==> src/rtl/fdd_timing_pkg.sv <==
// Shared 300 MHz timing constants and generator state encoding used by the
// INDEX pulse generator and the INDEX frequency counter.
package fdd_timing_pkg;

    localparam int unsigned CLK_HZ               = 300_000_000;
    localparam int unsigned PERIOD_300RPM        = 60_000_000;
    localparam int unsigned PERIOD_360RPM        = 50_000_000;
    localparam int unsigned PERIOD_3600RPM       = 5_000_000;
    localparam int unsigned PERIOD_5400RPM       = 3_333_333;
    localparam int unsigned DEFAULT_PERIOD_CLKS  = PERIOD_300RPM;
    localparam int unsigned FLOPPY_HDD_THRESHOLD = 30_000_000;

    typedef enum logic [1:0] {
        ST_OFF    = 2'd0,
        ST_SPINUP = 2'd1,
        ST_RUN    = 2'd2
    } gen_state_e;

endpackage

==> src/rtl/index_pulse_gen_pulse_timer.sv <==
// Loadable down-counter whose registered output stays high for load_val
// clocks after a load; clear drops it immediately.
module pulse_timer #(
    parameter int CNT_W = 27
) (
    input  logic             clk,
    input  logic             reset_n,
    input  logic             clear,
    input  logic             load,
    input  logic [CNT_W-1:0] load_val,
    output logic             pulse
);

    logic [CNT_W-1:0] cnt_q, cnt_d;
    logic             pulse_q, pulse_d;

    always_comb begin
        cnt_d   = cnt_q;
        pulse_d = pulse_q;
        if (clear) begin
            cnt_d   = '0;
            pulse_d = 1'b0;
        end else if (load) begin
            cnt_d   = load_val;
            pulse_d = (load_val != '0);
        end else if (cnt_q != '0) begin
            cnt_d   = cnt_q - CNT_W'(1);
            pulse_d = (cnt_q > CNT_W'(1));
        end
    end

    always_ff @(posedge clk) begin
        if (!reset_n) begin
            cnt_q   <= '0;
            pulse_q <= 1'b0;
        end else begin
            cnt_q   <= cnt_d;
            pulse_q <= pulse_d;
        end
    end

    assign pulse = pulse_q;

endmodule

==> src/rtl/index_pulse_gen.sv <==
// Programmable INDEX / hard-sector pulse transmitter for drive emulation and
// loopback self-test of the INDEX frequency counter.
module index_pulse_gen
    import fdd_timing_pkg::*;
#(
    parameter int          PERIOD_W       = 27,
    parameter int          WIDTH_W        = 24,
    parameter int unsigned DEFAULT_PERIOD = DEFAULT_PERIOD_CLKS,
    parameter int          SECT_W         = 7
) (
    input  logic                clk,
    input  logic                reset_n,
    input  logic                enable,
    input  logic [PERIOD_W-1:0] period_cfg,
    input  logic [WIDTH_W-1:0]  width_cfg,
    input  logic [SECT_W-1:0]   sectors_cfg,
    input  logic [PERIOD_W-1:0] sector_period_cfg,
    input  logic [3:0]          spinup_revs,
    output logic                index_out,
    output logic                sector_out,
    output logic                ready,
    output logic [15:0]         rev_count,
    output logic [SECT_W-1:0]   sector_num,
    output logic                cfg_error
);

    localparam logic [PERIOD_W-1:0] DEF_P = PERIOD_W'(DEFAULT_PERIOD);

    gen_state_e          state_q, state_d;
    logic [PERIOD_W-1:0] phase_q, phase_d;
    logic [PERIOD_W-1:0] per_q, per_d;
    logic [PERIOD_W-1:0] wid_q, wid_d;
    logic [PERIOD_W-1:0] sper_q, sper_d;
    logic [PERIOD_W-1:0] snext_q, snext_d;
    logic [SECT_W-1:0]   sect_q, sect_d;
    logic [SECT_W-1:0]   snum_q, snum_d;
    logic                sarm_q, sarm_d;
    logic                ready_q, ready_d;
    logic                err_q, err_d;
    logic [15:0]         rev_q, rev_d;

    logic [PERIOD_W-1:0] new_per, new_wid, width_ext;
    logic                new_err, new_arm;
    logic                rev_start, idx_load, sec_load, tmr_clear, sec_clear;
    logic [PERIOD_W:0]   snext_sum;
    logic                more_sectors;
    logic                idx_pulse, sec_pulse;

    // Clamped view of the live config, only consumed when a revolution starts
    always_comb begin
        width_ext = PERIOD_W'(width_cfg);
        new_per   = (period_cfg < PERIOD_W'(2)) ? DEF_P : period_cfg;
        if (width_cfg == '0) begin
            new_wid = PERIOD_W'(1);
        end else if (width_ext >= new_per) begin
            new_wid = new_per - PERIOD_W'(1);
        end else begin
            new_wid = width_ext;
        end
        new_arm = (sectors_cfg >= SECT_W'(2)) && (sector_period_cfg != '0);
        new_err = (period_cfg < PERIOD_W'(2)) || (width_cfg == '0) ||
                  (width_ext >= new_per) ||
                  ((sectors_cfg >= SECT_W'(2)) && (sector_period_cfg == '0));
    end

    always_comb begin
        state_d   = state_q;
        phase_d   = phase_q;
        per_d     = per_q;
        wid_d     = wid_q;
        sect_d    = sect_q;
        sper_d    = sper_q;
        snext_d   = snext_q;
        sarm_d    = sarm_q;
        snum_d    = snum_q;
        rev_d     = rev_q;
        ready_d   = ready_q;
        err_d     = err_q;
        rev_start = 1'b0;
        idx_load  = 1'b0;
        sec_load  = 1'b0;
        tmr_clear = 1'b0;
        sec_clear = 1'b0;
        snext_sum = {1'b0, snext_q} + {1'b0, sper_q};
        // sector k = snum_q+1 is pulsing now; another follows only if k+1 <= S-1
        more_sectors = ({2'b00, snum_q} + (SECT_W+2)'(3)) <= {2'b00, sect_q};

        case (state_q)
            ST_OFF: begin
                if (enable) begin
                    rev_start = 1'b1;
                    phase_d   = '0;
                    rev_d     = 16'd1;
                    err_d     = new_err;
                    ready_d   = (spinup_revs == 4'd0);
                    state_d   = (spinup_revs == 4'd0) ? ST_RUN : ST_SPINUP;
                end
            end
            ST_SPINUP, ST_RUN: begin
                if (!enable) begin
                    state_d   = ST_OFF;
                    phase_d   = '0;
                    ready_d   = 1'b0;
                    snum_d    = '0;
                    sarm_d    = 1'b0;
                    tmr_clear = 1'b1;
                end else if (phase_q == per_q - PERIOD_W'(1)) begin
                    rev_start = 1'b1;
                    phase_d   = '0;
                    rev_d     = rev_q + 16'd1;
                    err_d     = err_q | new_err;
                    if ((state_q == ST_SPINUP) && (rev_d > {12'd0, spinup_revs})) begin
                        state_d = ST_RUN;
                        ready_d = 1'b1;
                    end
                end else begin
                    phase_d = phase_q + PERIOD_W'(1);
                    if (sarm_q && (phase_d == snext_q)) begin
                        sec_load = 1'b1;
                        snum_d   = snum_q + SECT_W'(1);
                        if (more_sectors && !snext_sum[PERIOD_W]) begin
                            snext_d = snext_sum[PERIOD_W-1:0];
                        end else begin
                            sarm_d = 1'b0;
                        end
                    end
                end
            end
            default: begin
                state_d   = ST_OFF;
                ready_d   = 1'b0;
                tmr_clear = 1'b1;
            end
        endcase

        // INDEX wins: a sector pulse still running at the wrap is cut short
        if (rev_start) begin
            per_d     = new_per;
            wid_d     = new_wid;
            sect_d    = sectors_cfg;
            sper_d    = sector_period_cfg;
            snext_d   = sector_period_cfg;
            sarm_d    = new_arm;
            snum_d    = '0;
            idx_load  = 1'b1;
            sec_clear = 1'b1;
        end
    end

    always_ff @(posedge clk) begin
        if (!reset_n) begin
            state_q <= ST_OFF;
            phase_q <= '0;
            per_q   <= '0;
            wid_q   <= '0;
            sect_q  <= '0;
            sper_q  <= '0;
            snext_q <= '0;
            sarm_q  <= 1'b0;
            snum_q  <= '0;
            rev_q   <= '0;
            ready_q <= 1'b0;
            err_q   <= 1'b0;
        end else begin
            state_q <= state_d;
            phase_q <= phase_d;
            per_q   <= per_d;
            wid_q   <= wid_d;
            sect_q  <= sect_d;
            sper_q  <= sper_d;
            snext_q <= snext_d;
            sarm_q  <= sarm_d;
            snum_q  <= snum_d;
            rev_q   <= rev_d;
            ready_q <= ready_d;
            err_q   <= err_d;
        end
    end

    pulse_timer #(.CNT_W(PERIOD_W)) u_index_timer (
        .clk      (clk),
        .reset_n  (reset_n),
        .clear    (tmr_clear),
        .load     (idx_load),
        .load_val (new_wid),
        .pulse    (idx_pulse)
    );

    pulse_timer #(.CNT_W(PERIOD_W)) u_sector_timer (
        .clk      (clk),
        .reset_n  (reset_n),
        .clear    (tmr_clear | sec_clear),
        .load     (sec_load),
        .load_val (wid_q),
        .pulse    (sec_pulse)
    );

    assign index_out  = idx_pulse;
    assign sector_out = sec_pulse & ~idx_pulse;
    assign ready      = ready_q;
    assign rev_count  = rev_q;
    assign sector_num = snum_q;
    assign cfg_error  = err_q;

endmodule

==> config.mk <==
export PLATFORM = sky130hd
export DESIGN_NAME = index_pulse_gen
export DESIGN_NICKNAME = d
export VERILOG_FILES = /design/src/rtl/fdd_timing_pkg.sv /design/src/rtl/index_pulse_gen_pulse_timer.sv /design/src/rtl/index_pulse_gen.sv
export SDC_FILE = /design/constraint.sdc
export NUM_CORES = 1
export LEC_CHECK = 0
export CORE_ASPECT_RATIO = 0.8
export CORE_MARGIN = 2
export CORE_UTILIZATION = 33
export CTS_CLUSTER_SIZE = 12
export DETAILED_ROUTE_END_ITERATION = 12
export GPL_TIMING_DRIVEN = 0
export SYNTH_ARGS = -nofsm -noshare
export SYNTH_HDL_FRONTEND = slang
export SYNTH_SLANG_ARGS = --single-unit
==> constraint.sdc <==
create_clock -name clk -period 6.5 [get_ports clk]
set_input_delay 0.975 -clock clk [delete_from_list [all_inputs] [get_ports clk]]
set_output_delay 0.975 -clock clk [all_outputs]
set_load 0.005 [all_outputs]
==> results of run 1 <==
[registers in the layout (all words and copies together) (netlist names), 7 cells and up]
| signal | flops |
|---|---|
| u_index_timer.cnt_q | 27 |
| u_sector_timer.cnt_q | 27 |
| sper_q | 27 |
| phase_q | 27 |
| snext_q | 27 |
| rev_count | 16 |
| wid_q | 27 |
| sector_num | 7 |
| per_q | 27 |
| sect_q | 7 |
[layout make-up]
class | count | share of cell area [%]
clock inverter | 13 | 1.14
antenna | 1 | 0.0133
sequential | 225 | 24.0
inverter | 59 | 1.18
multi-input combinational | 1690 | 56.4
tap | 620 | 4.13
clock buffer | 37 | 4.07
buffer | 118 | 2.77
timing repair buffer | 118 | 6.29
[metrics by stage]
| step | instances | power (uW) | hold WS [ns] | util, % |
|---|---|---|---|---|
| after floorplan | 2092 | 4060 | 0.436 | - |
| after global placement | 2830 | 4880 | 0.447 | 37.7 |
| after detailed placement | 2830 | 4940 | 0.450 | 37.7 |
| after CTS | 2880 | 6650 | 0.462 | 39.8 |
| after global routing | 2880 | 7110 | 0.484 | 39.9 |
| final | 2881 | 6690 | 0.460 | 39.9 |
[worst paths after layout]
check	start	to	slack, ns	depth (start not counted)
max	period_cfg[4]	u_index_timer.pulse$_SDFFE_PP0P_	0.20	18
min	sper_q[22]$_SDFFE_PN0P_	sper_q[22]$_SDFFE_PN0P_	0.46	2
max reg2reg	phase_q[1]$_SDFFE_PN0P_	snext_q[12]$_SDFFE_PN0P_	1.17	14
min reg2reg	sper_q[22]$_SDFFE_PN0P_	sper_q[22]$_SDFFE_PN0P_	0.46	2
[power groups by stage]
stage / clock, uW / sequential (uW) / combinational (uW)
3_5_place_dp: 0 / 2020 / 2920
5_1_grt: 1780 / 2040 / 3300
3_3_place_gp: 0 / 2000 / 2870
2_1_floorplan: 0 / 1890 / 2170
6_report: 1690 / 2000 / 3000
4_1_cts: 1720 / 1990 / 2940
[per-layer routing]
metal | part of all wire, % | vias up
li1 | - | 7964
met1 | 48 | 8082
met2 | 42 | 714
met3 | 8.4 | 82
met4 | 2.3 | 0
met5 | 0 | -
[cells in the final DEF, fill, tap and decap left out, types with 28 or more instances in the layout]
cell                              Yosys  routed
sky130_fd_sc_hd__nor2_1             211     211
sky130_fd_sc_hd__nor4_1              56      55
sky130_fd_sc_hd__clkdlybuf4s50_1      0     118
sky130_fd_sc_hd__o21ai_0             76      75
sky130_fd_sc_hd__clkbuf_1            75      77
sky130_fd_sc_hd__a21oi_1            215     215
sky130_fd_sc_hd__xnor2_1             82      82
sky130_fd_sc_hd__inv_1               58      58
sky130_fd_sc_hd__nor3_1              68      68
sky130_fd_sc_hd__buf_2               30      31
sky130_fd_sc_hd__nand3_1             71      71
sky130_fd_sc_hd__nand2_1            254     254
sky130_fd_sc_hd__dfxtp_1            225     225
sky130_fd_sc_hd__nand4_1             46      46
sky130_fd_sc_hd__xor2_1              59      59
sky130_fd_sc_hd__a211oi_1            28      28
sky130_fd_sc_hd__mux2i_1             37      35
sky130_fd_sc_hd__ha_1                75      75
[kinds of logic after synthesis]
family                     share of synthesized area (%)
buffers and inverters                               4.66
AOI/OAI and AO/OA                                   21.7
adders and majority gates                           6.07
xor gates and xnor gates                            7.97
muxes                                               2.63
DFF                                                 28.5
and+or+nand+nor                                     28.5
[timing repair]
| item | CTS | global route |
|---|---|---|
| hold buffers | 0 | 0 |
| setup buffers | 0 | 0 |
| gates resized for setup | 3 | 15 |
| setup endpoints to repair | 1 | 14 |
[worst max-delay path, delay by kind of cell]
kind / cells / cell delay, ns
adders and majority gates: 1 / 0.33
muxes: 1 / 0.44
buffers and inverters: 3 / 1.13
AOI/OAI and AO/OA: 3 / 0.68
and+or+nand+nor: 10 / 3.19
==> results.txt, run 1 <==
The peak per-stage delay on the critical path is 0.71 ns. The layout net count was 2,407; the number of remaining DRC errors was 0. Setup violations remaining at the end of the flow were counted as 0. The overall die width works out to 248 um.

Most used flip-flop cell after synthesis: sky130_fd_sc_hd__dfxtp_1. The tools report the detailed placer's ending HPWL as 47,800 um. The area taken by flip-flops and latches is 0.00450 mm2, and the sink count of the clock tree is 225.

The tools report the count of antenna-violating nets left after detailed routing as 0. The maximum number of pins on one net before global-route repair is 15, and the total iterations of the first detailed-routing run is 6. The post-synthesis async set-or-reset flop share was 0%.

The critical path goes through clkdlybuf4s50_1, or4_1, nand4bb_2, nor3_2, buf_2, clkbuf_4, nor2_1, ha_1, nand3_1, nor2_1, o221ai_1, and3_1, a21boi_4, mux2i_2, nand4_1, or4b_1, nor3_1, a211oi_1. The floorplan step set the die height to 200 um. After synthesis, the largest area contributor takes up 28.5% of total cell area.

The total internal power was 3840 uW. The net count after synthesis is 2,260. Ranked by instance count, the synthesized netlist is headed by sky130_fd_sc_hd__nand2_1, sky130_fd_sc_hd__dfxtp_1, sky130_fd_sc_hd__a21oi_1. The multi-input combinational cells in the finished layout cover a total of 0.0106 mm2.

Across the run, the number of max-cap violations was 0. Counting flops and latches in the post-synthesis netlist gives 225. After filler insertion, the fill cell instance count of the layout stands at 4,785.

Final setup slack of the worst path: 0.195 ns. The layer flagged by global routing as most heavily used is met2. The netlist uses 91 different library cells. Setup repair after global routing left no endpoint under its margin. The flow ran to the end, and the final reports show no timing, DRC or antenna violations. The post-synthesis cell count came out at 2,092. The most repeated library cell on the critical path was sky130_fd_sc_hd__nor2_1. Compared with the post-synthesis result, the final layout area differs by 19.0%. TritonCTS built the clock tree. For the final database, setup skew stands at 0.0119 ns. The placer's final routability congestion estimate was 0.982.

The number of H-tree levels is 1, and the clock transition at the registers of the reported paths is 0.06 ns. Timing analysis after detailed placement gives a worst setup slack of -0.999 ns. After the first detailed-routing iteration, the DRC count stood at 1,780. Counting the buffers created by CTS gives 27. The die covers 0.0496 mm2. After synthesis the cells add up to 0.0158 mm2. The cell with the largest stage delay on the worst path was sky130_fd_sc_hd__or4_1. The run gives 0 as the initial antenna violation count.

Using the TritonRoute via totals, the vias-per-cell ratio works out to 5.85. Timing would allow up to 0.159 GHz. Yosys printed 0 warnings.

The initial utilization of the core area, before any placement, comes to 33.5%. The run gives 15,540 as the number of global-route vias before repair. By startpoint and endpoint, the worst setup path is classified as in2reg. The number of hold violations in the final report is 0, and the number of buffers between clock root and the deepest sink is 3. STA classifies the critical path startpoint as an input port. The core region is 0.0471 mm2. Count of port buffers added during placement: 118.

The aggregate negative setup slack was 0 ns. The fraction of power consumed by the clock network is 25.3%, and the met1 track utilization from global routing is 35.2%. Pin slew with the least headroom to its limit: 1.27 ns. The total routing resource utilization after global routing is 23.8%. In the post-synthesis netlist, the biggest area contributors are sky130_fd_sc_hd__dfxtp_1, sky130_fd_sc_hd__a21oi_1, sky130_fd_sc_hd__nand2_1. The tools report the worst-case headroom to the max-slew limit as 14.3%. The tools report the met3 routing resource usage after global routing as 3.88%. The kind of end point of the critical path was a flop. For the sequential fraction of the synthesis area, the log shows 28.5%. Of the available clock period, the critical path in the final layout requires 97.0%. The average routed wire per standard cell came out at 21.2 um.

For this block, the routed nets add up to 61,100 um of wire. Data on the critical path arrives at its endpoint at 6.73 ns. The finished cells cover 0.0188 mm2.

The tools report the global-route met2 utilization as 35.9%. The cell sitting at the root of the clock tree is a sky130_fd_sc_hd__clkbuf_16. For this design the top-level I/O count stands at 119. The site row count is 71, and the combinational share of power is 44.8%. The worst voltage drop across the vdd grid is 0.000202 V. In the final layout, the share of cells above drive strength 1 is 6.19%. For the leftover overflow at the end of global routing, the log shows 0. Power spread over the standard cell area amounts to 357 mW/mm2. The class of the worst hold path was reg2reg. Max-slew violation total from the final report: 0. The library cell with the largest summed area after synthesis is sky130_fd_sc_hd__dfxtp_1. The net switching component of the power was 2860 uW.

The number of enable-type register cells in the synthesized netlist works out to 0. The smallest clock period supported by the final layout is computed as 6.30 ns. In this run switching power makes up 42.7% of total power. The mean area per synthesized cell is 7.54 um2, and the data required time at the worst endpoint is 6.93 ns. Along the worst path, the maximum fanout reaches 10. sky130_fd_sc_hd__nand2_1 is the most common cell in the netlist. The run gives 0.00712 uW as the leakage component of the power. Sequential group share of total power: 29.9%. Once placement finished, the instance area stood at 0.0177 mm2.

The clock reaches the later pin of the worst-skew pair after 0.58 ns. The wire length of the first global-routing pass was 93,200 um. For this block, the via count after detailed routing is 16,842.
No activity file was read; power rests on OpenSTA's default activity.
==> inputs of run 2 (changes only) <==
- SLEW_MARGIN: default -> 10
==> run 2 against run 1 <==
Die area is the same. Highest routed layer unchanged. Clock skew down 0.00056 ns. First-iteration DRC count shrank 11%. Worst setup slack is essentially flat. Global-route usage unchanged. Combinational power hardly changed. Clock power barely moved. Core utilization about the same. Largest cell class unchanged. Sequential share of layout area barely moved. Largest power group unchanged. Critical endpoint unchanged. Total power barely moved.
==> results.txt, run 2 (same netlist as run 1, synthesis figures left out) <==
The flow ran to the end, and the final reports show no timing, DRC or antenna violations. The post-route core utilization is 39.9% (about the same). The final critical delay including setup and external delays was 6.30 ns (about the same); the count of antenna-violating nets left after detailed routing was 0 (unchanged). The logs give 0.00450 mm2 (unchanged) for the area taken by flip-flops and latches and 1 (unchanged) for the number of H-tree levels. Core area: 0.0471 mm2 (unchanged). The overall die width works out to 248 um (unchanged). Count of port buffers added during placement: 118 (unchanged).

The detailed router's first-iteration violation count is 1,591 (was 1,780). The average routed wire per standard cell works out to 21.2 um (about the same). The tools report the beginning of the worst hold path as sper_q[22]$_SDFFE_PN0P_ (unchanged).

The total power density per cell area is 357 mW/mm2 (about the same), and the number of buffers added by the clock tree synthesis step is 27 (unchanged). The total iterations of the first detailed-routing run is 8 (was 6), and the die extent in y is 200 um (unchanged). The boundary pin count is 119 (unchanged), and the leftover overflow at the end of global routing is 0 (unchanged). Maximum operating frequency: 0.159 GHz (about the same). Number of hold violations in the final report: 0 (unchanged). The logs give 0 (unchanged) for the number of remaining DRC errors and 21.1% (was 14.3%) for the worst-case headroom to the max-slew limit. The logs give 3 (unchanged) for the number of buffers between clock root and the deepest sink and 15,540 (unchanged) for the number of global-route vias before repair. The max-slew violation total from the final report was 0 (unchanged).

The reg-to-reg critical path endpoint was snext_q[12]$_SDFFE_PN0P_ (unchanged). The register-to-register path setup slack was 1.19 ns (was 1.17 ns); the share of the cycle needed by the critical path after routing was 97.0% (about the same). Buffer cell driving the clock tree root: sky130_fd_sc_hd__clkbuf_16 (unchanged). The share of final-layout standard cells stronger than drive strength 1 was 6.24% (was 6.19%); the count of vias placed by the detailed router was 16,813 (was 16,842).

The arrival time reported for the critical path endpoint is 6.73 ns (about the same). The final hold slack was 0.460 ns (about the same). The run gives 0.58 ns (about the same) as the latest clock arrival within the worst-skew pair.

The tools report the startpoint of the lowest-slack register-to-register path as phase_q[1]$_SDFFE_PN0P_ (unchanged). The most common cell after layout, fill and taps aside was sky130_fd_sc_hd__nand2_1 (unchanged). Worst voltage drop across the vdd grid: 0.000204 V (was 0.000202 V). For the maximum number of pins on one net before global-route repair, the log shows 15 (unchanged).

The tools report the die outline area as 0.0496 mm2 (unchanged). Sink count of the clock tree: 225 (unchanged). The site row count was 71 (unchanged). The leakage component of the power came out at 0.00712 uW (about the same).

The run gives 47,800 um (unchanged) as the detailed placer's ending HPWL. The tools report the setup clock skew after layout as 0.0113 ns (was 0.0119 ns). TritonCTS built the clock tree. The pin slew with the least headroom to its limit is 1.18 ns (was 1.27 ns).

Count of max-cap constraint violations: 0 (unchanged). The class of the worst hold path is reg2reg (unchanged). The logs give 0.982 (unchanged) for the placer's final routability congestion estimate and 33.5% (unchanged) for the effective utilization at floorplan. The number of cells on the worst hold path works out to 2 (unchanged).

The worst min-delay path endpoint was sper_q[22]$_SDFFE_PN0P_ (unchanged). The critical setup path kind is in2reg (unchanged). The run gives 61,100 um (about the same) as the final wirelength. The data required time at the worst endpoint came out at 6.93 ns (about the same). For the final-report setup violation count, the log shows 0 (unchanged). The type of element launching the critical path was an input port (unchanged).

Most frequent cells in the layout: sky130_fd_sc_hd__nand2_1, sky130_fd_sc_hd__dfxtp_1, sky130_fd_sc_hd__a21oi_1 (unchanged). The critical-path maximum fanout came out at 10 (unchanged). Layout net count: 2,407 (unchanged).

The wire length of the first global-routing pass came out at 93,200 um (unchanged). The area of the multi-input gates is 0.0106 mm2 (about the same), and the clock transition at the registers of the reported paths is 0.06 ns (about the same). The kind of end point of the critical path is a flop (unchanged).

Setup repair after global routing left no endpoint under its margin. The worst-case reg-to-reg path depth is 14 (unchanged). The area added between synthesis and finish came out at 19.0% (about the same).

The count of fill cells added during filler insertion is 4,784 (was 4,785). The average vias per placed instance is 5.84 (was 5.85), and the total routing resource utilization after global routing is 23.8% (unchanged). The initial antenna violation count was 0 (unchanged).
run 2: cell counts in the layout (fill, tap and decap cells not counted):
Identical to the previous run, type by type.
run 2: what timing repair did:
action / CTS / global route
gates resized for setup: 3 / 15
buffers inserted: 0 / 0
hold buffers: 0 / 0
setup endpoints to repair: 1 / 14
run 2: final cells by class:
type | count | share of cell area (%)
multi-input combinational | 1690 | 56.4
sequential | 225 | 24.0
timing repair buffer | 118 | 6.29
tap | 620 | 4.13
clock buffer | 37 | 4.06
buffer | 118 | 2.77
inverter | 59 | 1.18
clock inverter | 13 | 1.14
antenna | 1 | 0.0133
run 2: worst max-delay path: stages:
cell and delay [ns]:
sky130_fd_sc_hd__clkdlybuf4s50_1 0.55, sky130_fd_sc_hd__or4_1 0.71, sky130_fd_sc_hd__nand4bb_2 0.38, sky130_fd_sc_hd__nor3_2 0.31
sky130_fd_sc_hd__buf_2 0.29, sky130_fd_sc_hd__clkbuf_4 0.27, sky130_fd_sc_hd__nor2_1 0.10, sky130_fd_sc_hd__ha_1 0.21
sky130_fd_sc_hd__a2111oi_1 0.51, sky130_fd_sc_hd__o31ai_1 0.17, sky130_fd_sc_hd__o2111ai_2 0.30, sky130_fd_sc_hd__a21oi_1 0.25
sky130_fd_sc_hd__buf_1 0.31, sky130_fd_sc_hd__o21ai_1 0.37, sky130_fd_sc_hd__or4b_1 0.48, sky130_fd_sc_hd__nor3_1 0.38
sky130_fd_sc_hd__a211oi_1 0.14
run 2: through the flow:
step	total power (uW)	TNS, ns	setup slack (ns)	area [um2]	std cells
floorplan	4060	0	1.26	15800	2092
global placement	4880	-19.26	-1.12	17700	2830
detailed placement	4940	-17.33	-0.999	17700	2830
CTS	6650	0	0.0511	18700	2880
global route	7110	0	0.0124	18800	2880
finish	6700	0	0.195	18800	2881
run 2: per-layer routing:
layer	vias to the layer above	global-route usage, %	wire [um]
met2	678	35.9	25300
met4	0	5.63	1460
met5	-	0	0
met1	8074	35.2	29400
li1	7967	-	-
met3	94	3.88	4920
run 2: worst max-delay path by stage:
stage,startpoint,end
2_1_floorplan,period_cfg[5],u_index_timer.pulse$_SDFFE_PP0P_
3_3_place_gp,period_cfg[5],u_index_timer.pulse$_SDFFE_PP0P_
3_5_place_dp,period_cfg[5],u_index_timer.pulse$_SDFFE_PP0P_
4_1_cts,period_cfg[5],u_index_timer.pulse$_SDFFE_PP0P_
5_1_grt,period_cfg[5],u_index_timer.pulse$_SDFFE_PP0P_
6_report,period_cfg[4],u_index_timer.pulse$_SDFFE_PP0P_
run 2: report_power, final:
group	total [uW]	leakage, uW	internal (uW)	switching (uW)
Clock	1690	0.000475	1020	670
Sequential	2000	0.00184	1660	343
Combinational	3000	0.00481	1150	1850
